**config.mk**
```make
export PLATFORM = sky130hd
export DESIGN_NAME = ctrl_pipe_cond_flat
export DESIGN_NICKNAME = d
export VERILOG_FILES = /design/src/rtl/ctrl_pipe_cond_if.sv /design/src/rtl/ctrl_pipe_cond.sv /design/src/flat_wrapper.sv
export SDC_FILE = /design/constraint.sdc
export NUM_CORES = 1
export LEC_CHECK = 0
export ABC_AREA = 1
export BUFFER_PORTS_ARGS = -buffer_cell sky130_fd_sc_hd__buf_2
export CAP_MARGIN = 25
export CORE_MARGIN = 2
export CORE_UTILIZATION = 50
export DETAILED_ROUTE_END_ITERATION = 8
export MAX_ROUTING_LAYER = met4
export PLACE_DENSITY = 0.86
export SYNTH_ARGS = -nofsm -noshare
export SYNTH_HDL_FRONTEND = slang
export SYNTH_SLANG_ARGS = --single-unit
```
**constraint.sdc**
```tcl
create_clock -name CLK -period 1.9 [get_ports CLK]
set_clock_uncertainty 0.15 [all_clocks]
set_input_delay 0.285 -clock CLK [delete_from_list [all_inputs] [get_ports CLK]]
set_output_delay 0.285 -clock CLK [all_outputs]
set_load 0.05 [all_outputs]
```
**src/rtl/ctrl_pipe_cond_if.sv**
```systemverilog
`default_nettype none
// ============================================================================
// Module   : ctrl_pipe_cond_if
// Purpose  : Bundle between the decoder / hazard unit and ctrl_pipe_cond.
//            The master drives the decoded fields, ALU flags, multicycle
//            status and per-stage stall/flush. The slave returns the gated
//            enables, per-stage control, and the condition and flag state.
//            The SquashCnt member exists only when CTRL_SQUASH_CNT_EN is
//            defined.
// Revision : 1.0 - initial release
// ============================================================================
interface ctrl_pipe_cond_if #(
    parameter int NSTAGE = 3,
    parameter int CTRL_W = 8
);
    logic                     Valid_D;
    logic                     RegW_D;
    logic                     MemW_D;
    logic                     PCS_D;
    logic                     NoWrite_D;
    logic [1:0]               FlagW_D;
    logic [3:0]               Cond_D;
    logic [CTRL_W-1:0]        Ctrl_D;
    logic [3:0]               ALUFlags;
    logic                     MC_done;
    logic [NSTAGE-1:0]        Stall;
    logic [NSTAGE-1:0]        Flush;

    logic                     PCSrc_E;
    logic [NSTAGE-1:0]        RegWrite_S;
    logic [NSTAGE-1:0]        MemWrite_S;
    logic [NSTAGE-1:0]        Valid_S;
    logic [NSTAGE*CTRL_W-1:0] Ctrl_S;
    logic [3:0]               Flags;
    logic                     CondEx_E;
`ifdef CTRL_SQUASH_CNT_EN
    logic [15:0]              SquashCnt;
`endif

    modport master (
        output Valid_D, RegW_D, MemW_D, PCS_D, NoWrite_D, FlagW_D, Cond_D,
               Ctrl_D, ALUFlags, MC_done, Stall, Flush,
        input  PCSrc_E, RegWrite_S, MemWrite_S, Valid_S, Ctrl_S, Flags,
               CondEx_E
`ifdef CTRL_SQUASH_CNT_EN
        , input SquashCnt
`endif
    );

    modport slave (
        input  Valid_D, RegW_D, MemW_D, PCS_D, NoWrite_D, FlagW_D, Cond_D,
               Ctrl_D, ALUFlags, MC_done, Stall, Flush,
        output PCSrc_E, RegWrite_S, MemWrite_S, Valid_S, Ctrl_S, Flags,
               CondEx_E
`ifdef CTRL_SQUASH_CNT_EN
        , output SquashCnt
`endif
    );
endinterface
`default_nettype wire

```
**src/rtl/ctrl_pipe_cond.sv**
```systemverilog
`default_nettype none
// ============================================================================
// Module   : ctrl_pipe_cond
// Purpose  : Control pipeline from decode through NSTAGE stages. Stage 0
//            (Execute) evaluates the ARM condition code against the NZCV
//            register, gates the write enables, updates the flags, and
//            applies the multicycle-result override. Each stage has its own
//            stall and flush. A bubble follows a stage that is held.
// Options  : CTRL_SQUASH_CNT_EN - adds a saturating 16-bit count of
//            condition-failed instructions that retire from stage 0.
// Revision : 1.0 - initial release
// ============================================================================
module ctrl_pipe_cond #(
    parameter int NSTAGE       = 3,
    parameter int CTRL_W       = 8,
    parameter int MEMTOREG_IDX = 0
) (
    input  logic             CLK,
    input  logic             Reset_n,
    ctrl_pipe_cond_if.slave  bus
);
    // Per-stage state. Index 0 holds the raw decoded enables.
    // Index k>=1 holds the enables already gated at stage 0.
    logic [NSTAGE-1:0] vld_q;
    logic [NSTAGE-1:0] rw_q;
    logic [NSTAGE-1:0] mw_q;
    logic [CTRL_W-1:0] ctrl_q [NSTAGE];

    // Fields used only at stage 0
    logic              pcs0;
    logic              nowrite0;
    logic [1:0]        flagw0;
    logic [3:0]        cond0;
    logic [3:0]        flags_q;

    logic              cond_ex;
    logic              pcsrc_g0;
    logic              rw_g0;
    logic              mw_g0;
    logic [CTRL_W-1:0] ctrl_fwd0;
    logic              flag_upd;

    // ARM condition decode against the current NZCV value
    always_comb begin
        cond_ex = 1'b1;
        case (cond0)
            4'b0000: cond_ex = flags_q[2];
            4'b0001: cond_ex = ~flags_q[2];
            4'b0010: cond_ex = flags_q[1];
            4'b0011: cond_ex = ~flags_q[1];
            4'b0100: cond_ex = flags_q[3];
            4'b0101: cond_ex = ~flags_q[3];
            4'b0110: cond_ex = flags_q[0];
            4'b0111: cond_ex = ~flags_q[0];
            4'b1000: cond_ex = flags_q[1] & ~flags_q[2];
            4'b1001: cond_ex = ~flags_q[1] | flags_q[2];
            4'b1010: cond_ex = (flags_q[3] == flags_q[0]);
            4'b1011: cond_ex = (flags_q[3] != flags_q[0]);
            4'b1100: cond_ex = ~flags_q[2] & (flags_q[3] == flags_q[0]);
            4'b1101: cond_ex = flags_q[2] | (flags_q[3] != flags_q[0]);
            default: cond_ex = 1'b1;   // AL, and 4'b1111 treated as always
        endcase
    end

    // Stage-0 enable gating. A returning multicycle result takes the slot:
    // it forces the register write and blocks memory, PC and MemtoReg.
    always_comb begin
        pcsrc_g0  = vld_q[0] & pcs0 & cond_ex;
        rw_g0     = vld_q[0] & rw_q[0] & cond_ex & ~nowrite0;
        mw_g0     = vld_q[0] & mw_q[0] & cond_ex;
        ctrl_fwd0 = ctrl_q[0];
        if (bus.MC_done) begin
            pcsrc_g0                = 1'b0;
            rw_g0                   = 1'b1;
            mw_g0                   = 1'b0;
            ctrl_fwd0[MEMTOREG_IDX] = 1'b0;
        end
    end

    // Flags change only when the stage-0 instruction passes its condition
    // and actually leaves stage 0 (no stall, no flush, no multicycle result).
    assign flag_upd = vld_q[0] & cond_ex & ~bus.Stall[0] & ~bus.MC_done & ~bus.Flush[0];

    // Pipeline registers: stage-0 load from decode, then stages 1..NSTAGE-1
    always_ff @(posedge CLK or negedge Reset_n) begin
        if (!Reset_n) begin
            vld_q    <= '0;
            rw_q     <= '0;
            mw_q     <= '0;
            pcs0     <= 1'b0;
            nowrite0 <= 1'b0;
            flagw0   <= 2'b00;
            cond0    <= 4'b0000;
            for (int k = 0; k < NSTAGE; k++) begin
                ctrl_q[k] <= '0;
            end
        end else begin
            if (bus.Flush[0]) begin
                vld_q[0]  <= 1'b0;
                rw_q[0]   <= 1'b0;
                mw_q[0]   <= 1'b0;
                pcs0      <= 1'b0;
                nowrite0  <= 1'b0;
                flagw0    <= 2'b00;
                cond0     <= 4'b0000;
                ctrl_q[0] <= '0;
            end else if (!bus.Stall[0]) begin
                vld_q[0]  <= bus.Valid_D;
                rw_q[0]   <= bus.RegW_D;
                mw_q[0]   <= bus.MemW_D;
                pcs0      <= bus.PCS_D;
                nowrite0  <= bus.NoWrite_D;
                flagw0    <= bus.FlagW_D;
                cond0     <= bus.Cond_D;
                ctrl_q[0] <= bus.Ctrl_D;
            end

            for (int k = 1; k < NSTAGE; k++) begin
                // A bubble goes in when the upstream stage holds, so the held
                // instruction is not duplicated downstream.
                if (bus.Flush[k] || (!bus.Stall[k] && bus.Stall[k-1])) begin
                    vld_q[k]  <= 1'b0;
                    rw_q[k]   <= 1'b0;
                    mw_q[k]   <= 1'b0;
                    ctrl_q[k] <= '0;
                end else if (!bus.Stall[k]) begin
                    if (k == 1) begin
                        vld_q[k]  <= vld_q[0];
                        rw_q[k]   <= rw_g0;
                        mw_q[k]   <= mw_g0;
                        ctrl_q[k] <= ctrl_fwd0;
                    end else begin
                        vld_q[k]  <= vld_q[k-1];
                        rw_q[k]   <= rw_q[k-1];
                        mw_q[k]   <= mw_q[k-1];
                        ctrl_q[k] <= ctrl_q[k-1];
                    end
                end
            end
        end
    end

    // NZCV register with separate NZ and CV write enables
    always_ff @(posedge CLK or negedge Reset_n) begin
        if (!Reset_n) begin
            flags_q <= 4'b0000;
        end else if (flag_upd) begin
            if (flagw0[1]) flags_q[3:2] <= bus.ALUFlags[3:2];
            if (flagw0[0]) flags_q[1:0] <= bus.ALUFlags[1:0];
        end
    end

`ifdef CTRL_SQUASH_CNT_EN
    logic [15:0] squash_q;

    // Count condition-failed instructions as they leave stage 0; saturates
    always_ff @(posedge CLK or negedge Reset_n) begin
        if (!Reset_n) begin
            squash_q <= 16'h0000;
        end else if (vld_q[0] && !cond_ex && !bus.Stall[0] && !bus.Flush[0]
                     && !bus.MC_done && (squash_q != 16'hFFFF)) begin
            squash_q <= squash_q + 16'h0001;
        end
    end

    assign bus.SquashCnt = squash_q;
`endif

    // Output packing. Stage 0 enables are the gated combinational values.
    always_comb begin
        bus.Ctrl_S = '0;
        for (int k = 0; k < NSTAGE; k++) begin
            bus.Ctrl_S[k*CTRL_W +: CTRL_W] = ctrl_q[k];
        end
    end

    assign bus.PCSrc_E    = pcsrc_g0;
    assign bus.RegWrite_S = {rw_q[NSTAGE-1:1], rw_g0};
    assign bus.MemWrite_S = {mw_q[NSTAGE-1:1], mw_g0};
    assign bus.Valid_S    = vld_q;
    assign bus.Flags      = flags_q;
    assign bus.CondEx_E   = cond_ex;

endmodule
`default_nettype wire
```
**src/flat_wrapper.sv**
```systemverilog
// flat-port wrapper written by rule: the top's interface ports become plain ports
module ctrl_pipe_cond_flat 
#(
    parameter int NSTAGE       = 3,
    parameter int CTRL_W       = 8,
    parameter int MEMTOREG_IDX = 0
)
  (CLK, Reset_n, bus_Valid_D, bus_RegW_D, bus_MemW_D, bus_PCS_D, bus_NoWrite_D, bus_FlagW_D, bus_Cond_D, bus_Ctrl_D, bus_ALUFlags, bus_MC_done, bus_Stall, bus_Flush, bus_PCSrc_E, bus_RegWrite_S, bus_MemWrite_S, bus_Valid_S, bus_Ctrl_S, bus_Flags, bus_CondEx_E);
  ctrl_pipe_cond_if #(.NSTAGE(NSTAGE), .CTRL_W(CTRL_W)) bus_i ();
  input  logic CLK;
  input  logic Reset_n;
  input wire logic [$bits(bus_i.Valid_D)-1:0] bus_Valid_D;
  input wire logic [$bits(bus_i.RegW_D)-1:0] bus_RegW_D;
  input wire logic [$bits(bus_i.MemW_D)-1:0] bus_MemW_D;
  input wire logic [$bits(bus_i.PCS_D)-1:0] bus_PCS_D;
  input wire logic [$bits(bus_i.NoWrite_D)-1:0] bus_NoWrite_D;
  input wire logic [$bits(bus_i.FlagW_D)-1:0] bus_FlagW_D;
  input wire logic [$bits(bus_i.Cond_D)-1:0] bus_Cond_D;
  input wire logic [$bits(bus_i.Ctrl_D)-1:0] bus_Ctrl_D;
  input wire logic [$bits(bus_i.ALUFlags)-1:0] bus_ALUFlags;
  input wire logic [$bits(bus_i.MC_done)-1:0] bus_MC_done;
  input wire logic [$bits(bus_i.Stall)-1:0] bus_Stall;
  input wire logic [$bits(bus_i.Flush)-1:0] bus_Flush;
  output wire logic [$bits(bus_i.PCSrc_E)-1:0] bus_PCSrc_E;
  output wire logic [$bits(bus_i.RegWrite_S)-1:0] bus_RegWrite_S;
  output wire logic [$bits(bus_i.MemWrite_S)-1:0] bus_MemWrite_S;
  output wire logic [$bits(bus_i.Valid_S)-1:0] bus_Valid_S;
  output wire logic [$bits(bus_i.Ctrl_S)-1:0] bus_Ctrl_S;
  output wire logic [$bits(bus_i.Flags)-1:0] bus_Flags;
  output wire logic [$bits(bus_i.CondEx_E)-1:0] bus_CondEx_E;
  assign bus_i.Valid_D = bus_Valid_D;
  assign bus_i.RegW_D = bus_RegW_D;
  assign bus_i.MemW_D = bus_MemW_D;
  assign bus_i.PCS_D = bus_PCS_D;
  assign bus_i.NoWrite_D = bus_NoWrite_D;
  assign bus_i.FlagW_D = bus_FlagW_D;
  assign bus_i.Cond_D = bus_Cond_D;
  assign bus_i.Ctrl_D = bus_Ctrl_D;
  assign bus_i.ALUFlags = bus_ALUFlags;
  assign bus_i.MC_done = bus_MC_done;
  assign bus_i.Stall = bus_Stall;
  assign bus_i.Flush = bus_Flush;
  assign bus_PCSrc_E = bus_i.PCSrc_E;
  assign bus_RegWrite_S = bus_i.RegWrite_S;
  assign bus_MemWrite_S = bus_i.MemWrite_S;
  assign bus_Valid_S = bus_i.Valid_S;
  assign bus_Ctrl_S = bus_i.Ctrl_S;
  assign bus_Flags = bus_i.Flags;
  assign bus_CondEx_E = bus_i.CondEx_E;
  ctrl_pipe_cond #(.NSTAGE(NSTAGE), .CTRL_W(CTRL_W), .MEMTOREG_IDX(MEMTOREG_IDX)) u_core (.CLK(CLK), .Reset_n(Reset_n), .bus(bus_i));
endmodule
```
==> Yosys cells after proc, flatten, opt, wreduce, memory -nomap -nowiden <==
Cells that the tools add are included.
W data, S select, Z words.
{ "op_classes": {"n_eq_ne": 18, "n_mux": 37, "n_bitwise": 23, "reduce_logical": 9} }
{ "op_table": {"columns": ["cell", "count"], "rows": [
  ["$mux W8", 6],
  ["$mux W1", 26],
  ["$eq A4 B4 Y1 const B", 6],
  ["$eq A4 B3 Y1 const B", 4],
  ["$pmux W1 S14", 1],
  ["$and A1 B1 Y1", 13],
  ["$eq A4 B2 Y1 const B", 2],
  ["$mux W4", 2],
  ["$not A1 Y1", 8],
  ["$ne A2 B1 Y1 const B", 3],
  ["$eq A4 B1 Y1 const B", 1],
  ["$logic_not A4 Y1", 1],
  ["$mux W2", 2],
  ["$reduce_and A2 Y1", 2],
  ["$logic_and A1 B1 Y1", 2],
  ["$logic_not A1 Y1", 2],
  ["$logic_or A1 B1 Y1", 2],
  ["$or A1 B1 Y1", 2],
  ["$eq A1 B1 Y1", 1],
  ["$ne A1 B1 Y1", 1]
]} }
{ "word_totals": {"register_bits": 45, "input_bits": 32, "out_inout_bits": 39, "elab_cells": 105} }

==> Logic depth before layout (Yosys ltp) <==
Gate-level depths: netlist of run 1.
{ "depth": {"word_depth": 8, "mapped_depth": 12, "depth_no_buf": 12} }

==> Least setup slack after synthesis of run 1 <==
Ideal clock, no wire load.
{ "synth_path": {"path_kind": "reg-to-output", "startpoint": "register u_core.flags_q[3], in the netlist u_core.bus.Flags[3]", "endpoint": "output port bus_PCSrc_E", "arrival_ps": 2034, "t_required_ps": 1465, "setup_slack_ps": -569, "stages_incl_launch_ff": 9, "path_buffers": 0, "cell_sequence": "dfrtp_1 nand2_1 nand3_1 nand3_1 nand3_1 nor2_2 nor2_4 nand2_2 nor2_1"} }
{ "synth_via": {"elab_chain_cells": 5, "elab_cells_between_ends": 8, "classes_between": "eq/ne (2); mux (2); bitwise (4)"} }
{ "synth_rtl": {"columns": ["element", "line", "source"], "rows": [
  ["start, declared", "ctrl_pipe_cond.sv:34", "logic [3:0] flags_q;"],
  ["start signal, assigned", "ctrl_pipe_cond.sv:148", "if (flagw0[1]) flags_q[3:2] <= bus.ALUFlags[3:2];"],
  ["$ne A1 B1 Y1 or $eq A1 B1 Y1 (tied branches)", null, null],
  ["$or A1 B1 Y1 or $and A1 B1 Y1 (tied branches)", "ctrl_pipe_cond.sv:60, ctrl_pipe_cond.sv:59", null],
  ["$pmux W1 S14 (*)", "ctrl_pipe_cond.sv:46", "case (cond0)"],
  ["$and A1 B1 Y1 (*)", "ctrl_pipe_cond.sv:68", "pcsrc_g0 = vld_q[0] & pcs0 & cond_ex;"],
  ["$mux W1 (*)", "ctrl_pipe_cond.sv:72", "if (bus.MC_done) begin"],
  ["end, declared", "flat_wrapper.sv:24", "output wire logic [$bits(bus_i.PCSrc_E)-1:0] bus_PCSrc_E;"]
]} }
Mark *: on every way between the ends. The rest lies on a longest branch, timed or not.

==> Worst setup path in the final report of run 1 <==
{ "layout_path": {"startpoint": "register u_core.cond0[1]", "endpoint": "output port bus_RegWrite_S[0]"} }
{ "layout_via": {"elab_chain_cells": 5, "elab_cells_between_ends": 18, "classes_between": "eq/ne (13); mux (2); bitwise (2); reduce/logical (1)"} }
{ "layout_rtl": {"columns": ["element", "line", "source"], "rows": [
  ["start, declared", "ctrl_pipe_cond.sv:33", "logic [3:0] cond0;"],
  ["start signal, assigned", "ctrl_pipe_cond.sv:114", "cond0 <= bus.Cond_D;"],
  ["$eq A4 B4 Y1 (tied with other cells)", "ctrl_pipe_cond.sv:46", null],
  ["$pmux W1 S14 (*)", "ctrl_pipe_cond.sv:46", null],
  ["$and A1 B1 Y1 (*) (2 in series)", "ctrl_pipe_cond.sv:69", "rw_g0 = vld_q[0] & rw_q[0] & cond_ex & ~nowrite0;"],
  ["$mux W1 (*)", "ctrl_pipe_cond.sv:72", null],
  ["end, declared", "flat_wrapper.sv:25", "output wire logic [$bits(bus_i.RegWrite_S)-1:0] bus_RegWrite_S;"]
]} }
Marked as above.

==> impl_results.md, run 1 <==
- Vias in the first global route: approximately 2000
- Async SR Flop Fraction: 1.00
- WP data required: ~1.5 ns
- Drt pass-1 iters: 4
- Status: finished, violations left
- Post-Syn Area: between 2000 and 2500 µm²
- Leak: roughly 1.6 nW
- Final worst setup slack: -0.339 ns
- Worst setup path class: reg -> out
- RSZ-0062 raised after global routing: yes
- Initial antenna violation count: 0
- CP max-delay cell: dfrtp_2
- Critical path data arrival time: between 1.5 and 2 ns
- Peak supply drop: approximately 520 µV
- Setup-failing EPs final: 4
- Yosys top cell by area: dfrtp_1
- CTS Buf Count: 5
- Number of port buffers: 70
- Core Util, Final: 0.702
- Failing checks: setup timing
- Starting density of the core: 0.526
- EDFF count, synth: 0
- Mapped Cells: ~260
- Tmin final: roughly 2.2 ns
- Yosys reg bits: 45
- Synth unique cells: 20
- Top cells by area, synth: dfrtp_1 53%, nand3_1 12%, nand2_1 10%
- Sequential-to-total area share from yosys stat: 0.527
- # clock sinks: 45
- Post-DR vias/cell: between 5 and 6
- Layout area overhead: 33.3%
- Final GP Congestion: roughly 0.95
- CTS tree: done
- Num ports: between 70 and 80
- First-pass GRT wire length: a little under 9 mm
- Fin area: around 2800 µm²
- DRT iter0 DRCs: roughly 200
- R2r startpoint: u_core.cond0[1]
- Fmax achieved: approximately 0.45 GHz
- Max incr delay on CP: 0.46 ns
- Synth Flop Type: dfrtp_1
- Rel. slew slack: 0.625
- Clock H-tree levels: 2
- Commonest non-fill, non-tap cell in the layout: buf_2
- Endpoint type of the worst setup path: primary output
- # rows: 23
- Syn_nets: 291
- Wire length per cell: 14.6 µm
- Setup_tns: -1.21 ns
- Crit path capture: bus_RegWrite_S[0]
- Pins over their slew limit: 0
- Worst Setup SP: u_core.cond0[1]
- Worst-path cell chain: buf_4, nand2_1, nand3_1, nand3_2, nand2_2, nor2_4, nand2_4, nand3_2, nand2_2, buf_8
- Most frequent cells in the layout: 66 x buf_2, 50 x nand2_1, 47 x nand3_1
- Syn avg cell area: ~8.2 µm²
- Root buf cell: clkbuf_8
- Core ar.: approximately 4100 µm²
- Worst slew pin tran: about 0.56 ns
- Pwr Total: 2.31 mW
- Chip Height: roughly 70 µm
- R2r worst-path depth: 11
- Power Density: just over 800 nW/µm²
- Critical Path Start Type: flop
- Total number of vias: 2110
- Hold crit path type: in -> reg
- Antenna diodes: 0
- # DRC: 0
- Period utilization: 1.18
- DP Worst Slack: -0.0649 ns
- Die Area: 4810 µm²
- Remaining Overflow, GRT: 0
- Synth Warn #: 0
- Layout Nets: 367
- Max Cap Viol: 0
- Tot GR Track Use: 0.236
- Dpl cell area: 2560 µm²
- Post-DP HPWL: between 3 and 4 mm
- Bufs on Longest Clock Path: 2
- FF-to-FF setup slack: 0.04 ns
- Pin count of the biggest net entering global routing: 46
- Max FO, Critical Path: 6
- Antenna-violating nets left: 0
- Clock transition at path regs: 0.09 ns
- Share of layout cells above drive strength 1: 0.417
- Clk Latency, worst-skew pair: about 0.31 ns
- Fin. Hold Viols: 0
- Reg-to-reg critical path endpoint: u_core.bus.Flags[1]
- Die X: 69.4 µm
- Total Wirelength: approximately 5.6 mm
- Top cell type's share of synthesized area: 0.527
## Yosys cell counts, drive strengths merged, types with 5 or more instances
master	count
dfrtp	45
nand2	62
nand3	56
nor2	15
o21ai	23
inv	27
clkbuf	7
nand4	7
buf	9
a21oi	5
## layer usage
metal,track usage,vias up,part of all wire
li1,-,997,-
met1,0.288,993,0.39
met2,0.374,105,0.50
met3,0.0509,15,0.079
met4,0.115,0,0.029
met5,-,-,0
## repair_timing
item / CTS / global route
gates resized for setup: 14 / 20
buffers inserted: 4 / 2
hold buffers: 1 / 0
pin swaps: 7 / 10
setup endpoints to repair: 4 / 4
endpoints found under the hold margin: 45 / 0
## worst min path at each step
stage | start | endpoint | cells past startpoint
6_report | bus_Ctrl_D[0] | u_core.bus.Ctrl_S[0] | 3
5_1_grt | bus_Ctrl_D[2] | u_core.bus.Ctrl_S[2] | 3
4_1_cts | bus_Ctrl_D[0] | u_core.bus.Ctrl_S[0] | 3
3_5_place_dp | Reset_n | u_core.flagw0[0] | 2
3_3_place_gp | Reset_n | u_core.pcs0 | 2
2_1_floorplan | Reset_n | u_core.bus.Ctrl_S[0] | 0
## report_power, final
part	internal, mW	total, mW	switching, mW
registers	1.01	1.06	0.0508
logic	0.149	0.494	0.345
clock network	0.403	0.757	0.354
## through the flow
step | instances | hold WS [ns]
after floorplan | 259 | -0.161
after CTS | 384 | 0.0474
final | 386 | 0.0476
after global routing | 386 | 0.0604
after detailed placement | 371 | 0.244
after global placement | 371 | 0.240
## area by class of cell
| type | count | area (µm²) |
|---|---|---|
| clock buffers | 5 | 68.8 |
| clock inverters | 3 | 50.0 |
| fillers | 273 | 1210 |
| inverters | 28 | 105 |
| multi-input cells | 170 | 931 |
| flip-flops and latches | 45 | 1140 |
| well taps | 50 | 62.6 |
| repair buffers | 85 | 494 |
## flip-flops by register name, summed over array words and instances, names as in the netlist
| register | cells |
|---|---|
| u_core.cond0 | 4 |
| u_core.mw_q | 3 |
| u_core.nowrite0 | 1 |
| u_core.bus.Ctrl_S | 24 |
| u_core.flagw0 | 2 |
| u_core.bus.Valid_S | 3 |
| u_core.rw_q | 3 |
| u_core.bus.Flags | 4 |
| u_core.pcs0 | 1 |
## kinds of logic after synthesis
| group | synth area share |
|---|---|
| AO/OA/AOI/OAI | 0.0703 |
| AND/OR/NAND/NOR | 0.314 |
| flip-flops | 0.527 |
| buffers and inverters | 0.0885 |
## critical path: cells and delay by family (launching register included)
kind | cells | cell delay, ns
AND/OR/NAND/NOR | 8 | 0.71
buffers and inverters | 2 | 0.31
flip-flops | 1 | 0.46
Power figures use the tool's default switching activity.
==> inputs of run 2 (changes only) <==
--- a/config.mk
+++ b/config.mk
@@ -9,10 +9,10 @@
 export BUFFER_PORTS_ARGS = -buffer_cell sky130_fd_sc_hd__buf_2
 export CAP_MARGIN = 25
 export CORE_MARGIN = 2
-export CORE_UTILIZATION = 50
+export CORE_UTILIZATION = 54
 export DETAILED_ROUTE_END_ITERATION = 8
 export MAX_ROUTING_LAYER = met4
-export PLACE_DENSITY = 0.86
+export PLACE_DENSITY = 0.92
 export SYNTH_ARGS = -nofsm -noshare
 export SYNTH_HDL_FRONTEND = slang
 export SYNTH_SLANG_ARGS = --single-unit
==> constraint.sdc (replaced) <==
create_clock -name CLK -period 2.7 [get_ports CLK]
set_clock_uncertainty 0.15 [all_clocks]
set_input_delay 0.405 -clock CLK [delete_from_list [all_inputs] [get_ports CLK]]
set_output_delay 0.405 -clock CLK [all_outputs]
set_load 0.05 [all_outputs]
==> run 2 against run 1 <==
The run now ends clean. Global-route usage rose by 2.9 points. Worst hold slack improved by 0.13 ns. Total power is 33% lower. Design area down 7.6%.
==> impl_results.md, run 2 (synthesis gave the netlist of run 1 again) <==
- Status: finished clean
- Root buf cell: clkbuf_8
- Total number of vias: between 2000 and 2500
- Worst Setup SP: u_core.cond0[1]
- Rel. slew slack: 0.561
- Setup_tns: 0 ns
- Hold crit path type: in -> reg
- Period utilization: 0.905
- Chip Height: about 67 µm
- Cts repair resizes: 0
- Peak supply drop: 487 µV
- Endpoint type of the worst setup path: primary output
- CTS tree: done
- Crit path capture: bus_PCSrc_E
- Post-cts hold buffer count: 0
- Max FO, Critical Path: 7
- Commonest non-fill, non-tap cell in the layout: buf_2
- Tot GR Track Use: 0.265
- Post-CTS setup buffer count: 0
- DP Worst Slack: a little over 0.6 ns
- Power Density: about 590 nW/µm²
- Pins over their slew limit: 0
- Layout Nets: roughly 360
- Fin. Hold Viols: 0
- Wire length per cell: 13.8 µm
- Critical path data arrival time: 1.89 ns
- Number of port buffers: 70
- Remaining Overflow, GRT: 0
- R2r worst-path depth: 12
- Starting density of the core: 0.571
- Pin count of the biggest net entering global routing: 46
- Antenna-violating nets left: 0
- Die Area: 4470 µm²
- Layout area overhead: 23.2%
- Pwr Total: around 1.6 mW
- Bufs on Longest Clock Path: 2
- Most frequent cells in the layout: 70 x buf_2, 57 x nand2_1, 52 x nand3_1
- Worst setup path class: reg -> out
- WP buf/inv: 2
- First-pass GRT wire length: approximately 8.6 mm
- CP max-delay cell: dfrtp_1
- # DRC: 0
- # rows: 22
- Drt pass-1 iters: 4
- Initial antenna violation count: 0
- Leak: 1.48 nW
- Post-DP HPWL: approximately 3.6 mm
- Max incr delay on CP: between 0.4 and 0.5 ns
- # clock sinks: 45
- Antenna diodes: 0
- Die X: roughly 67 µm
- Filler instances: around 300
- Total Wirelength: 5.15 mm
- CTS Buf Count: 5
- Post-DR vias/cell: ~5.4
- Vias in the first global route: roughly 1900
- Num ports: ~70
- Clock transition at path regs: around 0.080 ns
- Critical Path Start Type: flop
- Worst-path cell chain: inv_2, nand2_1, nand2_1, nand2_1, nand3_2, nand3_1, nor2_2, nor2_4, nand2_2, nor2_1, buf_2
- Setup-failing EPs final: 0
- Crit path max-delay family: simple AND/OR/NAND/NOR gates
- WP data required: ~2.1 ns
- Max Cap Viol: 0
- Tmin final: 2.44 ns
- Core ar.: 3740 µm²
- Final worst setup slack: 0.256 ns
- Clk Latency, worst-skew pair: ~0.3 ns
- R2r startpoint: u_core.cond0[1]
- Fmax achieved: 0.409 GHz
- RSZ-0062 raised after global routing: no
- Final GP Congestion: ~0.89
- FF-to-FF setup slack: around 1.1 ns
- Reg-to-reg critical path endpoint: u_core.rw_q[1]
- Critical path depth: 11
- Clock H-tree levels: 2
- CP dominant cell by count: nand2_1
- DRT iter0 DRCs: between 90 and 100
- Max reg flops: 24
- Worst slew pin tran: 0.657 ns
- Share of layout cells above drive strength 1: 0.307
-- run 2: how the worst min path moves through the flow --
stage                     startpoint                    end  slack [ns]  cells after the start
6_report              bus_FlagW_D[0]       u_core.flagw0[0]        0.18                      3
5_1_grt                bus_Ctrl_D[3]   u_core.bus.Ctrl_S[3]        0.19                      3
4_1_cts                      Reset_n  u_core.bus.Ctrl_S[13]        0.12                      1
3_5_place_dp   u_core.bus.Ctrl_S[21]  u_core.bus.Ctrl_S[21]        0.34                      2
3_3_place_gp   u_core.bus.Ctrl_S[17]  u_core.bus.Ctrl_S[17]        0.33                      2
2_1_floorplan                Reset_n   u_core.bus.Ctrl_S[0]       -0.04                      0
-- run 2: metal layers --
| layer | vias up | wire, µm | track usage |
|---|---|---|---|
| li1 | 980 | - | - |
| met1 | 949 | 2240 | 0.339 |
| met2 | 88 | 2450 | 0.411 |
| met3 | 12 | 341 | 0.0574 |
| met4 | 0 | 121 | 0.110 |
| met5 | - | 0 | - |
-- run 2: cell type report --
cell class / instances / area [µm²] / share of cell area
Sequential cell: 45 / 1130 / 0.428
Multi-Input combinational cell: 170 / 821 / 0.312
Timing Repair Buffer: 75 / 403 / 0.153
Inverter: 28 / 105 / 0.0399
Clock buffer: 5 / 68.8 / 0.0262
Tap cell: 48 / 60.1 / 0.0228
Clock inverter: 3 / 47.5 / 0.0181
-- run 2: worst register-to-register path, cell delays in order (launching register included) --
cell and delay [ns]:
dfrtp_1 0.47, inv_2 0.12, nand2_1 0.07, nand2_1 0.06
nand2_1 0.06, nand3_2 0.08, nand2_2 0.06, nor2_2 0.09
nand2_2 0.10, nand3_2 0.09, nand2_2 0.06, nand2_1 0.07
nand2_1 0.04
-- run 2: power by group --
part	switching [mW]	total [mW]	internal, mW
combinational	0.217	0.296	0.0787
sequential	0.0329	0.739	0.706
clock	0.238	0.521	0.282
-- run 2: stage by stage --
stage,area (µm²),hold slack (ns),cells,utilization
after detailed placement,2480,0.335,364,0.664
after CTS,2600,0.121,372,0.695
after global routing,2630,0.191,374,0.703
after global placement,2480,0.330,364,0.664
after floorplan,2140,-0.0406,259,-
final,2630,0.180,374,0.703
==> inputs of run 3 (changes only) <==
--- a/config.mk
+++ b/config.mk
@@ -9,10 +9,11 @@
 export BUFFER_PORTS_ARGS = -buffer_cell sky130_fd_sc_hd__buf_2
 export CAP_MARGIN = 25
 export CORE_MARGIN = 2
-export CORE_UTILIZATION = 54
+export CORE_UTILIZATION = 50
 export DETAILED_ROUTE_END_ITERATION = 8
+export GPL_TIMING_DRIVEN = 0
 export MAX_ROUTING_LAYER = met4
-export PLACE_DENSITY = 0.92
+export PLACE_DENSITY = 0.86
 export SYNTH_ARGS = -nofsm -noshare
 export SYNTH_HDL_FRONTEND = slang
 export SYNTH_SLANG_ARGS = --single-unit
==> constraint.sdc (replaced) <==
create_clock -name CLK -period 2.6 [get_ports CLK]
set_clock_uncertainty 0.15 [all_clocks]
set_input_delay 0.39 -clock CLK [delete_from_list [all_inputs] [get_ports CLK]]
set_output_delay 0.39 -clock CLK [all_outputs]
set_load 0.05 [all_outputs]
==> run 3 against run 2 <==
Sequential share of layout area decreased by 0.80 points. Wire length grew 3.1%. Sequential power increased by 4.1%. Flip-flop and latch count did not move. Clock power up 3%. Global-route usage is 3.6 points lower. Worst setup slack got worse by 0.095 ns.
==> impl_results.md, run 3 (synthesis gave the netlist of run 1 again) <==
- Clock transition at path regs: 0.08 ns
- CTS tree: done
- Max Cap Viol: 0
- Filler instances: 369
- R2r startpoint: u_core.cond0[1]
- Worst slew pin tran: between 0.9 and 1 ns
- DRT iter0 DRCs: 83
- Pins over their slew limit: 0
- Number of port buffers: 70
- Most frequent cells in the layout: 70 x buf_2, 57 x nand2_1, 52 x nand3_1
- WP data required: 2.06 ns
- Final worst setup slack: roughly 0.16 ns
- Tmin final: ~2.4 ns
- Core ar.: roughly 4000 µm²
- Max reg flops: 24
- Endpoint type of the worst setup path: primary output
- CP max-delay cell: dfrtp_2
- Worst-path cell chain: buf_4, nand2_1, nand3_1, nand3_1, nand3_1, nor2_2, nor2_4, nand2_2, nor2_1, buf_4, clkbuf_4
- Clock H-tree levels: 2
- RSZ-0062 raised after global routing: no
- First-pass GRT wire length: just under 9 mm
- Rel. slew slack: 0.357
- Post-DP HPWL: 3.91 mm
- Pin count of the biggest net entering global routing: 46
- Die Area: between 4000 and 5000 µm²
- Leak: roughly 1.5 nW
- Bufs on Longest Clock Path: 2
- Wire length per cell: around 14 µm
- Num ports: 71
- Fmax achieved: roughly 0.41 GHz
- Total number of vias: 2041
- Area of the multi-input gates: 821 µm²
- Initial antenna violation count: 0
- Setup-failing EPs final: 0
- DP Worst Slack: about 0.39 ns
- Share of layout cells above drive strength 1: 0.326
- CP dominant cell by count: nand3_1
- Chip Height: between 60 and 70 µm
- Peak supply drop: roughly 440 µV
- Antenna-violating nets left: 0
- # DRC: 0
- Reg-to-reg critical path endpoint: u_core.bus.Flags[2]
- Root buf cell: clkbuf_8
- FF-to-FF setup slack: 0.89 ns
- Fin. Hold Viols: 0
- Storage element area: about 1100 µm²
- # rows: 23
- Die X: 69.4 µm
- Post-cts hold buffer count: 0
- Final GP Congestion: approximately 0.9
- Drt pass-1 iters: 4
- Setup_tns: 0 ns
- Fin area: between 2000 and 3000 µm²
- R2r worst-path depth: 10
- Max FO, Critical Path: 6
- Tot GR Track Use: 0.229
- Post-DR vias/cell: approximately 5.2
- Max incr delay on CP: 0.46 ns
- Period utilization: 0.938
- Dpl cell area: between 2000 and 3000 µm²
- Layout area overhead: 26.2%
- Vias in the first global route: about 1900
- Status: finished clean
- Antenna diodes: 0
- Fin Hold WS: between 0.09 and 0.1 ns
- Critical Path Start Type: flop
- Power Density: 600 nW/µm²
- Layout Nets: approximately 370
- Hold crit path type: in -> async
- Critical path data arrival time: approximately 1.9 ns
- Remaining Overflow, GRT: 0
- CTS Buf Count: 5
- Worst setup path class: reg -> out
- Total Wirelength: around 5.3 mm
- Starting density of the core: 0.526
- # clock sinks: 45
- Commonest non-fill, non-tap cell in the layout: buf_2
- Clk Latency, worst-skew pair: between 0.2 and 0.3 ns
[run 3: changes by cell type in the layout (fill, tap and decap cells not counted), sizes merged]
cell         previous run  this run
buf                    74        81
inv                    29        27
clkbuf                  5        15
dlygate4sd3             1         0
[run 3: report_power, final]
part	switching, mW	total (mW)	leakage, nW	internal (mW)
registers	0.0346	0.769	0.599	0.734
logic	0.229	0.313	0.847	0.0846
clock network	0.221	0.535	0.0585	0.313
total	0.485	1.62	1.50	1.13
[run 3: how the worst max path moves through the flow]
| stage | slack [ns] | cells after the start | start | to |
|---|---|---|---|---|
| 2_1_floorplan | 0.03 | 8 | u_core.bus.Flags[3] | bus_PCSrc_E |
| 3_3_place_gp | 0.38 | 12 | u_core.cond0[1] | bus_MemWrite_S[0] |
| 3_5_place_dp | 0.39 | 12 | u_core.cond0[1] | bus_MemWrite_S[0] |
| 4_1_cts | 0.04 | 12 | u_core.cond0[1] | bus_MemWrite_S[0] |
| 5_1_grt | 0.04 | 11 | u_core.cond0[1] | bus_MemWrite_S[0] |
| 6_report | 0.16 | 11 | u_core.cond0[1] | bus_MemWrite_S[0] |
[run 3: what timing repair did]
action                                  4_1_cts  5_1_grt
setup buffers                                 0        3
endpoints found under the setup margin        0        2
endpoints found under the hold margin         0        0
resized for setup                             0        7
[run 3: layer usage]
layer  vias up  global-route usage  share of wire
li1       1004                   -              -
met4         0              0.0980          0.018
met5         -                   -              0
met3        10              0.0494          0.043
met2        58               0.339           0.49
met1       969               0.306           0.44
[run 3: layout make-up]
type	instances	share of cell area
flip-flops and latches	45	0.420
multi-input cells	170	0.304
repair buffers	73	0.139
inverters	28	0.0390
clock buffers	7	0.0320
plain buffers	16	0.0311
well taps	50	0.0232
clock inverters	1	0.0111
[run 3: per-stage QoR]
step	total power, mW	instances	utilization
after detailed placement	1.09	379	0.628
after global placement	1.08	379	0.628
after global routing	1.70	390	0.665
after CTS	1.62	387	0.657
final	1.62	390	0.665
after floorplan	0.983	259	-
[run 3: critical path, delay by kind of cell, from the launching register on]
kind          cells  cell delay, ns
simple gates      8            0.67
buf+inv           3            0.47
flops             1            0.46
